--- src/rtl/timer_responder.sv ---
// timer_responder: DMG timer block (DIV, TIMA, TMA, TAC) as a system-bus target.
// DIV sits at BASE_ADDR. TIMA, TMA and TAC follow at BASE_ADDR+1..+3.
// Build option: define TIMER_DIV_GLITCH_EN so that write-induced falling edges
// of the muxed tick signal also increment TIMA. With the macro undefined, only
// natural divider counting increments TIMA.
`timescale 1ns/1ps
module timer_responder #(
  parameter logic [15:0] BASE_ADDR = 16'hFF04
) (
  input  logic        clk,
  input  logic        reset,
  input  logic [1:0]  t_cycle,
  input  logic [15:0] bus_addr,
  input  logic        bus_enable,
  input  logic        bus_write,
  input  logic [7:0]  bus_data_in,
  output logic [7:0]  bus_data_out,
  output logic        bus_selected,
  output logic        irq_timer
);

  typedef enum logic [1:0] {
    ST_RUN     = 2'd0,
    ST_PENDING = 2'd1,
    ST_RELOAD  = 2'd2
  } ovf_state_e;

  // Architectural state.
  logic [15:0] div_q,  div_d;
  logic [7:0]  tima_q, tima_d;
  logic [7:0]  tma_q,  tma_d;
  logic [2:0]  tac_q,  tac_d;
  logic        tick_q, tick_d;
  ovf_state_e  state_q, state_d;
  logic [1:0]  cnt_q,  cnt_d;
  logic        irq_q,  irq_d;

  // Decode and tick-source signals.
  logic [15:0] offset;
  logic        hit;
  logic [1:0]  reg_idx;
  logic        wr_commit;
  logic        div_wr, tima_wr, tma_wr, tac_wr;
  logic        tick_sig;
  logic        tick_inc;

  // Picks the divider tap that clocks TIMA for a given TAC rate selection.
  function automatic logic tick_tap(input logic [15:0] div, input logic [1:0] rate);
    case (rate)
      2'b00:   tick_tap = div[9];
      2'b01:   tick_tap = div[3];
      2'b10:   tick_tap = div[5];
      default: tick_tap = div[7];
    endcase
  endfunction

  assign offset    = bus_addr - BASE_ADDR;
  assign hit       = (offset[15:2] == 14'd0);
  assign reg_idx   = offset[1:0];
  assign wr_commit = bus_enable & bus_write & hit & (t_cycle == 2'd3);
  assign div_wr    = wr_commit & (reg_idx == 2'd0);
  assign tima_wr   = wr_commit & (reg_idx == 2'd1);
  assign tma_wr    = wr_commit & (reg_idx == 2'd2);
  assign tac_wr    = wr_commit & (reg_idx == 2'd3);

  assign tick_sig  = tac_q[2] & tick_tap(div_q, tac_q[1:0]);
  assign irq_timer = irq_q;

`ifdef TIMER_DIV_GLITCH_EN
  // Any 1->0 of the muxed tick signal counts, including ones caused by writes.
  assign tick_inc = tick_q & ~tick_sig;
`else
  logic count_only_q, count_only_d;

  // Marks edges where the tick source moved only because div counted on its own.
  always_comb begin
    count_only_d = ~div_wr & ~(tac_wr & (bus_data_in[2:0] != tac_q));
  end

  // Register the natural-counting marker alongside tick_q.
  always_ff @(posedge clk) begin
    if (reset) count_only_q <= 1'b0;
    else       count_only_q <= count_only_d;
  end

  assign tick_inc = tick_q & ~tick_sig & count_only_q;
`endif

  // State register: all timer state, cleared by synchronous reset.
  always_ff @(posedge clk) begin
    if (reset) begin
      div_q   <= 16'h0000;
      tima_q  <= 8'h00;
      tma_q   <= 8'h00;
      tac_q   <= 3'b000;
      tick_q  <= 1'b0;
      state_q <= ST_RUN;
      cnt_q   <= 2'd0;
      irq_q   <= 1'b0;
    end else begin
      div_q   <= div_d;
      tima_q  <= tima_d;
      tma_q   <= tma_d;
      tac_q   <= tac_d;
      tick_q  <= tick_d;
      state_q <= state_d;
      cnt_q   <= cnt_d;
      irq_q   <= irq_d;
    end
  end

  // Next-state: divider, register writes, TIMA counting and the overflow sequencer.
  always_comb begin
    div_d   = div_q + 16'd1;
    tima_d  = tima_q;
    tma_d   = tma_q;
    tac_d   = tac_q;
    tick_d  = tick_sig;
    state_d = state_q;
    cnt_d   = cnt_q;
    irq_d   = 1'b0;

    // A DIV write clears the divider even on an edge where it would count.
    if (div_wr) div_d = 16'h0000;
    if (tma_wr) tma_d = bus_data_in;
    if (tac_wr) tac_d = bus_data_in[2:0];

    case (state_q)
      ST_RUN: begin
        if (tima_wr) begin
          tima_d = bus_data_in;
        end else if (tick_inc) begin
          if (tima_q == 8'hFF) begin
            tima_d  = 8'h00;
            state_d = ST_PENDING;
            cnt_d   = 2'd3;
          end else begin
            tima_d = tima_q + 8'd1;
          end
        end
      end

      ST_PENDING: begin
        if (tima_wr) begin
          // A CPU write during the delay abandons the reload and the interrupt.
          tima_d  = bus_data_in;
          state_d = ST_RUN;
          cnt_d   = 2'd0;
        end else if (cnt_q == 2'd0) begin
          // tma_d so a TMA write on this very edge is what gets reloaded.
          tima_d  = tma_d;
          irq_d   = 1'b1;
          state_d = ST_RELOAD;
          cnt_d   = 2'd3;
        end else begin
          cnt_d = cnt_q - 2'd1;
          if (tick_inc) tima_d = tima_q + 8'd1;
        end
      end

      ST_RELOAD: begin
        if (cnt_q == 2'd0) state_d = ST_RUN;
        else               cnt_d   = cnt_q - 2'd1;
        // TIMA writes are dropped here; a TMA write lands in both registers.
        if (tma_wr) begin
          tima_d = bus_data_in;
        end else if (tick_inc) begin
          if (tima_q == 8'hFF) begin
            tima_d  = 8'h00;
            state_d = ST_PENDING;
            cnt_d   = 2'd3;
          end else begin
            tima_d = tima_q + 8'd1;
          end
        end
      end

      default: begin
        state_d = ST_RUN;
        cnt_d   = 2'd0;
      end
    endcase
  end

  // Output: combinational read mux, idle bus value 8'hFF.
  always_comb begin
    bus_selected = 1'b0;
    bus_data_out = 8'hFF;
    if (!reset && bus_enable && hit) begin
      bus_selected = 1'b1;
      case (reg_idx)
        2'd0:    bus_data_out = div_q[15:8];
        2'd1:    bus_data_out = tima_q;
        2'd2:    bus_data_out = tma_q;
        default: bus_data_out = {5'b11111, tac_q};
      endcase
    end
  end

endmodule

--- config.mk ---
export PLATFORM = sky130hd
export DESIGN_NAME = timer_responder
export DESIGN_NICKNAME = d
export VERILOG_FILES = /design/src/rtl/timer_responder.sv
export SDC_FILE = /design/constraint.sdc
export NUM_CORES = 1
export LEC_CHECK = 0
export CAP_MARGIN = 10
export CORE_ASPECT_RATIO = 0.7
export CORE_MARGIN = 4
export CORE_UTILIZATION = 25
export DETAILED_ROUTE_END_ITERATION = 12
export DONT_BUFFER_PORTS = 1
export PLACE_DENSITY = 0.43
export SETUP_SLACK_MARGIN = 0.2
export SKIP_LAST_GASP = 1
export SLEW_MARGIN = 0
export SYNTH_ARGS = -nofsm -noshare
export SYNTH_HDL_FRONTEND = slang
export SYNTH_SLANG_ARGS = --single-unit
--- constraint.sdc ---
create_clock -name clk -period 5.6 [get_ports clk]
set_input_delay 0.56 -clock clk [delete_from_list [all_inputs] [get_ports clk]]
set_output_delay 0.56 -clock clk [all_outputs]
set_load 0.1 [all_outputs]
## After elaboration in Yosys (flattened, before gate mapping)

Cells that the tools add are included.

- Flip-flop bits (word level): 42
- Output and inout bits: 10

- Add/subtract/negate cells: 4
- Eq/ne operators: 15
- Mux-type cells: 34
- Bitwise gates (word level): 16
- Reductions and logical operators: 14

Operators with widths:

| operator | number |
|---|---|
| $mux W8 | 9 |
| $pmux W8 S3 | 2 |
| $mux W2 | 18 |
| $add A16 B1 Y16 const B | 1 |
| $sub A16 B16 Y16 const B | 1 |
| $logic_not A14 Y1 | 1 |
| $and A1 B1 Y1 | 12 |
| $pmux W2 S3 | 2 |
| $eq A2 B2 Y1 const B | 5 |
| $add A8 B1 Y8 const B | 1 |
| $eq A8 B8 Y1 const B | 1 |
| $logic_not A2 Y1 | 4 |
| $eq A2 B1 Y1 const B | 3 |
| $ne A2 B2 Y1 const B | 3 |
| $ne A4 B4 Y1 const B | 1 |
| $not A1 Y1 | 4 |
| $reduce_and A4 Y1 | 1 |
| $ne A3 B3 Y1 | 1 |
| $ne A3 B3 Y1 const B | 1 |
| $pmux W1 S3 | 1 |
| $reduce_and A3 Y1 | 1 |
| $reduce_bool A3 Y1 | 1 |
| $reduce_or A3 Y1 | 1 |
| $logic_and A1 B1 Y1 | 2 |
| 5 further kinds | 6 |

## Longest topological paths before layout

- Depth after elaboration: 10
- Gate-level depth with buffers: 9
- Mapped depth without buffers: 8

## Worst setup path after synthesis

No wires, ideal clock.

- Path kind: input to output
- Start: input bus_addr[4]
- End: output bus_data_out[3]
- Arrival: 4225 ps
- Setup slack: 815 ps
- Stages on the path: 5
- Cell sequence: or4_4 -> a211oi_4 -> o211ai_1 -> nor2_1 -> nand2_1

- Word-level cells in the longest chain between the ends: 4

Ends and longest elaborated chain:

| what | RTL line | RTL |
|---|---|---|
| start: declaration | 13 | `input logic [15:0] bus_addr,` |
| $sub A16 B16 Y16 | 57 | `assign offset = bus_addr - BASE_ADDR;` |
| $logic_not A14 Y1 | 58 | `assign hit = (offset[15:2] == 14'd0);` |
| $logic_and A1 B1 Y1 | 189 | `if (!reset && bus_enable && hit) begin` |
| $mux W8 | 189 |  |
| end: declaration | 17 | `output logic [7:0] bus_data_out,` |

No other way between the ends.

## Worst setup path after layout

- Start: input bus_addr[4]
- End: output bus_data_out[7]

Same word-level chain as after synthesis.

==> metrics.md <==
| Metric | Value |
|---|---|
| Top-area cell type share of the netlist area | 27.6% |
| Biggest cell delay along the critical path | about 0.64 ns |
| Via count of the first global-routing pass | 2644 |
| Number of flops mapped to enable cells by yosys | 0 |
| Tightest Pin Transition | 0.967 ns |
| CP Launch Type | input port |
| Number of resized instances in the post-cts repair step | 0 |
| Number of DRC violations after detailed-routing iteration 0 | ~220 |
| Number of setup buffers added after CTS | 0 |
| Type of the worst setup path | in -> out |
| Number of buffers inserted for hold repair after clock tree synthesis | 0 |
| Antenna fix cells | 0 |
| Vias per inst | 5.24 |
| Arrival time of the worst setup path | between 2 and 3 ns |
| Syn Nets | 409 |
| Worst hold path type | in -> reg |
| Kind of capture point of the worst setup path | primary output |
| Multi-input gate area | 2040 um^2 |
| Total Routed Length | 9170 um |
| Clock tree from TritonCTS | done |
| Worst VDD drop | 0.000116 V |
| Launch point of the worst reg-to-reg path | tima_q[1]$_SDFFE_PP0P_ |
| Critical path, cell by cell | or4_4, a211oi_4, o211ai_1, nor2_2, buf_4, nand2_1 |
| Remaining global-route overflow | 0 |
| Netlist area before placement | slightly above 3000 um^2 |
| Deepest level of the CTS H-tree | 2 |
| Crit-path leading delay family | simple AND/OR/NAND/NOR gates |
| Number of buffers on the longest clock path | 2 |
| End of the worst register-to-register path | state_q[1]$_SDFFE_PP0P_ |
| Dpl hpwl | approximately 7000 um |
| Outcome | complete, no violations |
| Last weighted congestion value of the routability-driven placer | 0.803 |
| Clock root buffer | sky130_fd_sc_hd__clkbuf_16 |
| Starting utilization of the core area | 25.8% |
| Overall power | 0.613 mW |
| Total global routing track utilization | 13.2% |
| CTS Sinks | 42 |
| Clock transition time at the flip-flop clock pins of the worst setup and hold paths | 0.06 ns |
| Relative slew slack | 35.5% |
| Buffers and inverters on the worst path | 1 |
| Data required, critical path | 5.04 ns |
| Sequential element share of the synthesized area | 27.6% |
| Width of the die | 140 um |
| Count of distinct cell types in the synthesized netlist | 72 |
| IO buf count | 0 |
| LEAKAGE | around 1.1 nW |
| Final count of negative-setup-slack endpoints | 0 |
| Post-route ant nets | 0 |
| Cell count of the worst hold path | 1 |
| Syn Inst Count | 370 |
| Largest cells by area after synthesis | sky130_fd_sc_hd__dfxtp_1 28%, sky130_fd_sc_hd__nor2_1 6.9%, sky130_fd_sc_hd__mux2i_1 4.9%, sky130_fd_sc_hd__nand2_1 4.1%, sky130_fd_sc_hd__xnor2_1 4.0% |
| Number of storage elements in the synthesis netlist | 42 |
| Vias after detailed routing | ~2.7k |
| Fraction of registers with async set/reset | 0% |
| Count of pins over their slew limit | 0 |
| Number of antenna violations at the first check in global routing | 0 |
| Full die area | 14000 um^2 |
| Final net count | 399 |
| Worst min-delay path endpoint | tma_q[4]$_SDFF_PP0_ |
| Wire length of the first global-routing pass | 14900 um |
| I/O pin count | 40 |
| Routed WL per cell | 17.7 um |
| R2R depth | 8 |
| Area growth syn-to-layout | 7.52% |
| Core Rows | 33 |
| Area taken by flip-flops and latches | 841 um^2 |
| Final period util | around 63% |
| Clock Skew | 0.00518 ns |
| Fmax achieved | about 0.28 GHz |
| Number of design rule violations left after detail routing | 0 |
| Cell with the largest stage delay on the worst path | sky130_fd_sc_hd__nand2_1 |
| Hold Crit Start | reset |
| Fraction of final layout cells with drive strength greater than 1 | under 10% |
| TritonCTS Buffers | 5 |
| Final hold violation count | 0 |
| Setup repair after global routing missed its margin | no |
| Shortest period the worst path allows | around 3.5 ns |
| Die extent in y | approximately 100 um |
| Total iterations of the first detailed-routing run | 4 |
| Fill cell instance count of the final layout | around 1.3k |
| Register-to-register setup slack | 3.09 ns |
| Post-synthesis average cell area | roughly 8 um^2 |
| Cell area power density | 187 nW/um^2 |
| Maximum number of pins on one net before global-route repair | 26 |
| Number of warning messages in the yosys log | 0 |
| Top fanout value on the critical path | 7 |
| Standard cell core area | ~12000 um^2 |
| Final TNS setup | 0 ns |
| Most frequently used flop master after synthesis | sky130_fd_sc_hd__dfxtp_1 |
| Cell accounting for the most synthesized area | sky130_fd_sc_hd__dfxtp_1 |
| Total of max-cap violations | 0 |
| Worst-Skew Late Latency | 0.29 ns |
-- worst reg2reg max path, cell delays in order, from the launching register on --
cell	delay, ns
sky130_fd_sc_hd__dfxtp_1	0.48
sky130_fd_sc_hd__ha_1	0.29
sky130_fd_sc_hd__and3_1	0.34
sky130_fd_sc_hd__and2_1	0.19
sky130_fd_sc_hd__nand3_1	0.15
sky130_fd_sc_hd__o21ai_1	0.28
sky130_fd_sc_hd__o21ai_1	0.19
sky130_fd_sc_hd__or3_1	0.40
sky130_fd_sc_hd__a21oi_1	0.12
-- Yosys cell counts (all sizes together), types with 4 or more instances --
cell type	instances
ha	9
nand2	34
and3	9
a21oi	14
or3	8
inv	11
nor3	6
mux2	6
nand3	19
a311oi	4
nand4	5
clkbuf	14
o21ai	16
a211oi	5
o22ai	8
dfxtp	42
xor2	11
mux2i	16
nor2	56
xnor2	14
buf	4
-- cell type report --
class | count | share of cell area (%)
Clock buffer | 5 | 3.82
Clock inverter | 2 | 0.306
Inverter | 11 | 1.26
Multi-Input combinational cell | 298 | 62.4
Sequential cell | 42 | 25.7
Tap cell | 157 | 6.00
Timing Repair Buffer | 2 | 0.459
-- worst max-delay path by stage --
stage	depth (start not counted)	to	slack, ns	startpoint
after global routing	6	bus_data_out[7]	1.90	bus_addr[4]
after floorplan	5	bus_data_out[3]	0.82	bus_addr[4]
after global placement	6	bus_data_out[6]	2.02	bus_addr[4]
after CTS	6	bus_data_out[7]	2.02	bus_addr[4]
final	6	bus_data_out[7]	2.05	bus_addr[4]
after detailed placement	6	bus_data_out[7]	2.02	bus_addr[4]
-- registers in the layout, summed over array words and instances (netlist names) --
| name | count |
|---|---|
| tma_q | 8 |
| state_q | 2 |
| tick_q | 1 |
| count_only_q | 1 |
| div_q | 16 |
| tac_q | 3 |
| cnt_q | 2 |
| irq_timer | 1 |
| tima_q | 8 |
-- power by group --
group | internal [mW] | switching (mW)
clock | 0.161 | 0.127
combinational | 0.0102 | 0.0117
sequential | 0.301 | 0.00181
total | 0.473 | 0.140
-- kinds of logic after synthesis --
kind of cell | Yosys count | share of synthesized area [%]
flops | 42 | 27.6
compound gates | 84 | 21.0
simple gates | 155 | 25.0
fa+ha+maj | 9 | 3.70
buf+inv | 30 | 5.30
xor+xnor | 25 | 7.20
mux | 25 | 10.1
-- layout by cell type, fill, tap and decap left out, types with 2 or more instances in the layout --
| cell type | synthesis | final |
|---|---|---|
| sky130_fd_sc_hd__o32ai_1 | 2 | 2 |
| sky130_fd_sc_hd__and2_1 | 3 | 3 |
| sky130_fd_sc_hd__o21ai_1 | 11 | 11 |
| sky130_fd_sc_hd__a21oi_1 | 14 | 14 |
| sky130_fd_sc_hd__a211oi_1 | 3 | 3 |
| sky130_fd_sc_hd__clkinv_2 | 0 | 2 |
| sky130_fd_sc_hd__o21ai_0 | 5 | 5 |
| sky130_fd_sc_hd__nand2_1 | 33 | 33 |
| sky130_fd_sc_hd__ha_1 | 9 | 9 |
| sky130_fd_sc_hd__mux4_2 | 3 | 3 |
| sky130_fd_sc_hd__nand3_1 | 18 | 18 |
| sky130_fd_sc_hd__nand4_1 | 5 | 5 |
| sky130_fd_sc_hd__or3_1 | 8 | 8 |
| sky130_fd_sc_hd__a311oi_1 | 3 | 3 |
| sky130_fd_sc_hd__o221ai_1 | 2 | 2 |
| sky130_fd_sc_hd__o2111a_1 | 2 | 2 |
| sky130_fd_sc_hd__and4_1 | 2 | 2 |
| sky130_fd_sc_hd__a31oi_1 | 2 | 2 |
| sky130_fd_sc_hd__o2111ai_1 | 2 | 2 |
| sky130_fd_sc_hd__and3_1 | 9 | 9 |
| sky130_fd_sc_hd__nor2b_1 | 3 | 3 |
| sky130_fd_sc_hd__o22ai_1 | 8 | 8 |
| sky130_fd_sc_hd__a32o_1 | 2 | 2 |
| sky130_fd_sc_hd__xor2_1 | 11 | 11 |
| sky130_fd_sc_hd__mux2_2 | 6 | 6 |
| sky130_fd_sc_hd__o21a_1 | 3 | 3 |
| sky130_fd_sc_hd__a22oi_1 | 2 | 2 |
| sky130_fd_sc_hd__clkbuf_16 | 0 | 5 |
| sky130_fd_sc_hd__xnor2_1 | 14 | 14 |
| sky130_fd_sc_hd__buf_4 | 1 | 2 |
| sky130_fd_sc_hd__o311ai_1 | 2 | 2 |
| sky130_fd_sc_hd__a2111oi_0 | 3 | 3 |
| sky130_fd_sc_hd__nor2_1 | 56 | 55 |
| sky130_fd_sc_hd__mux2i_1 | 15 | 15 |
| sky130_fd_sc_hd__nor3_1 | 6 | 6 |
| sky130_fd_sc_hd__dfxtp_1 | 42 | 42 |
| sky130_fd_sc_hd__inv_1 | 11 | 11 |
-- routing by layer --
layer	up-vias	wire, um	track usage, %
met5	-	0	0
met4	0	92	3.05
met3	11	792	2.76
met2	74	3790	19.5
met1	1300	4500	19.5
li1	1325	-	-
-- per-stage QoR --
stage          hold slack, ns  cell area (um^2)  std cells  util, %  setup slack [ns]
2_1_floorplan           0.426              3040        370        -             0.815
3_3_place_gp            0.447              3140        510     26.6              2.02
3_5_place_dp            0.453              3140        510     26.6              2.02
4_1_cts                 0.337              3270        517     27.7              2.02
5_1_grt                 0.337              3270        517     27.7              1.90
6_report                0.344              3270        517     27.7              2.05
Power figures use the tool's default switching activity.
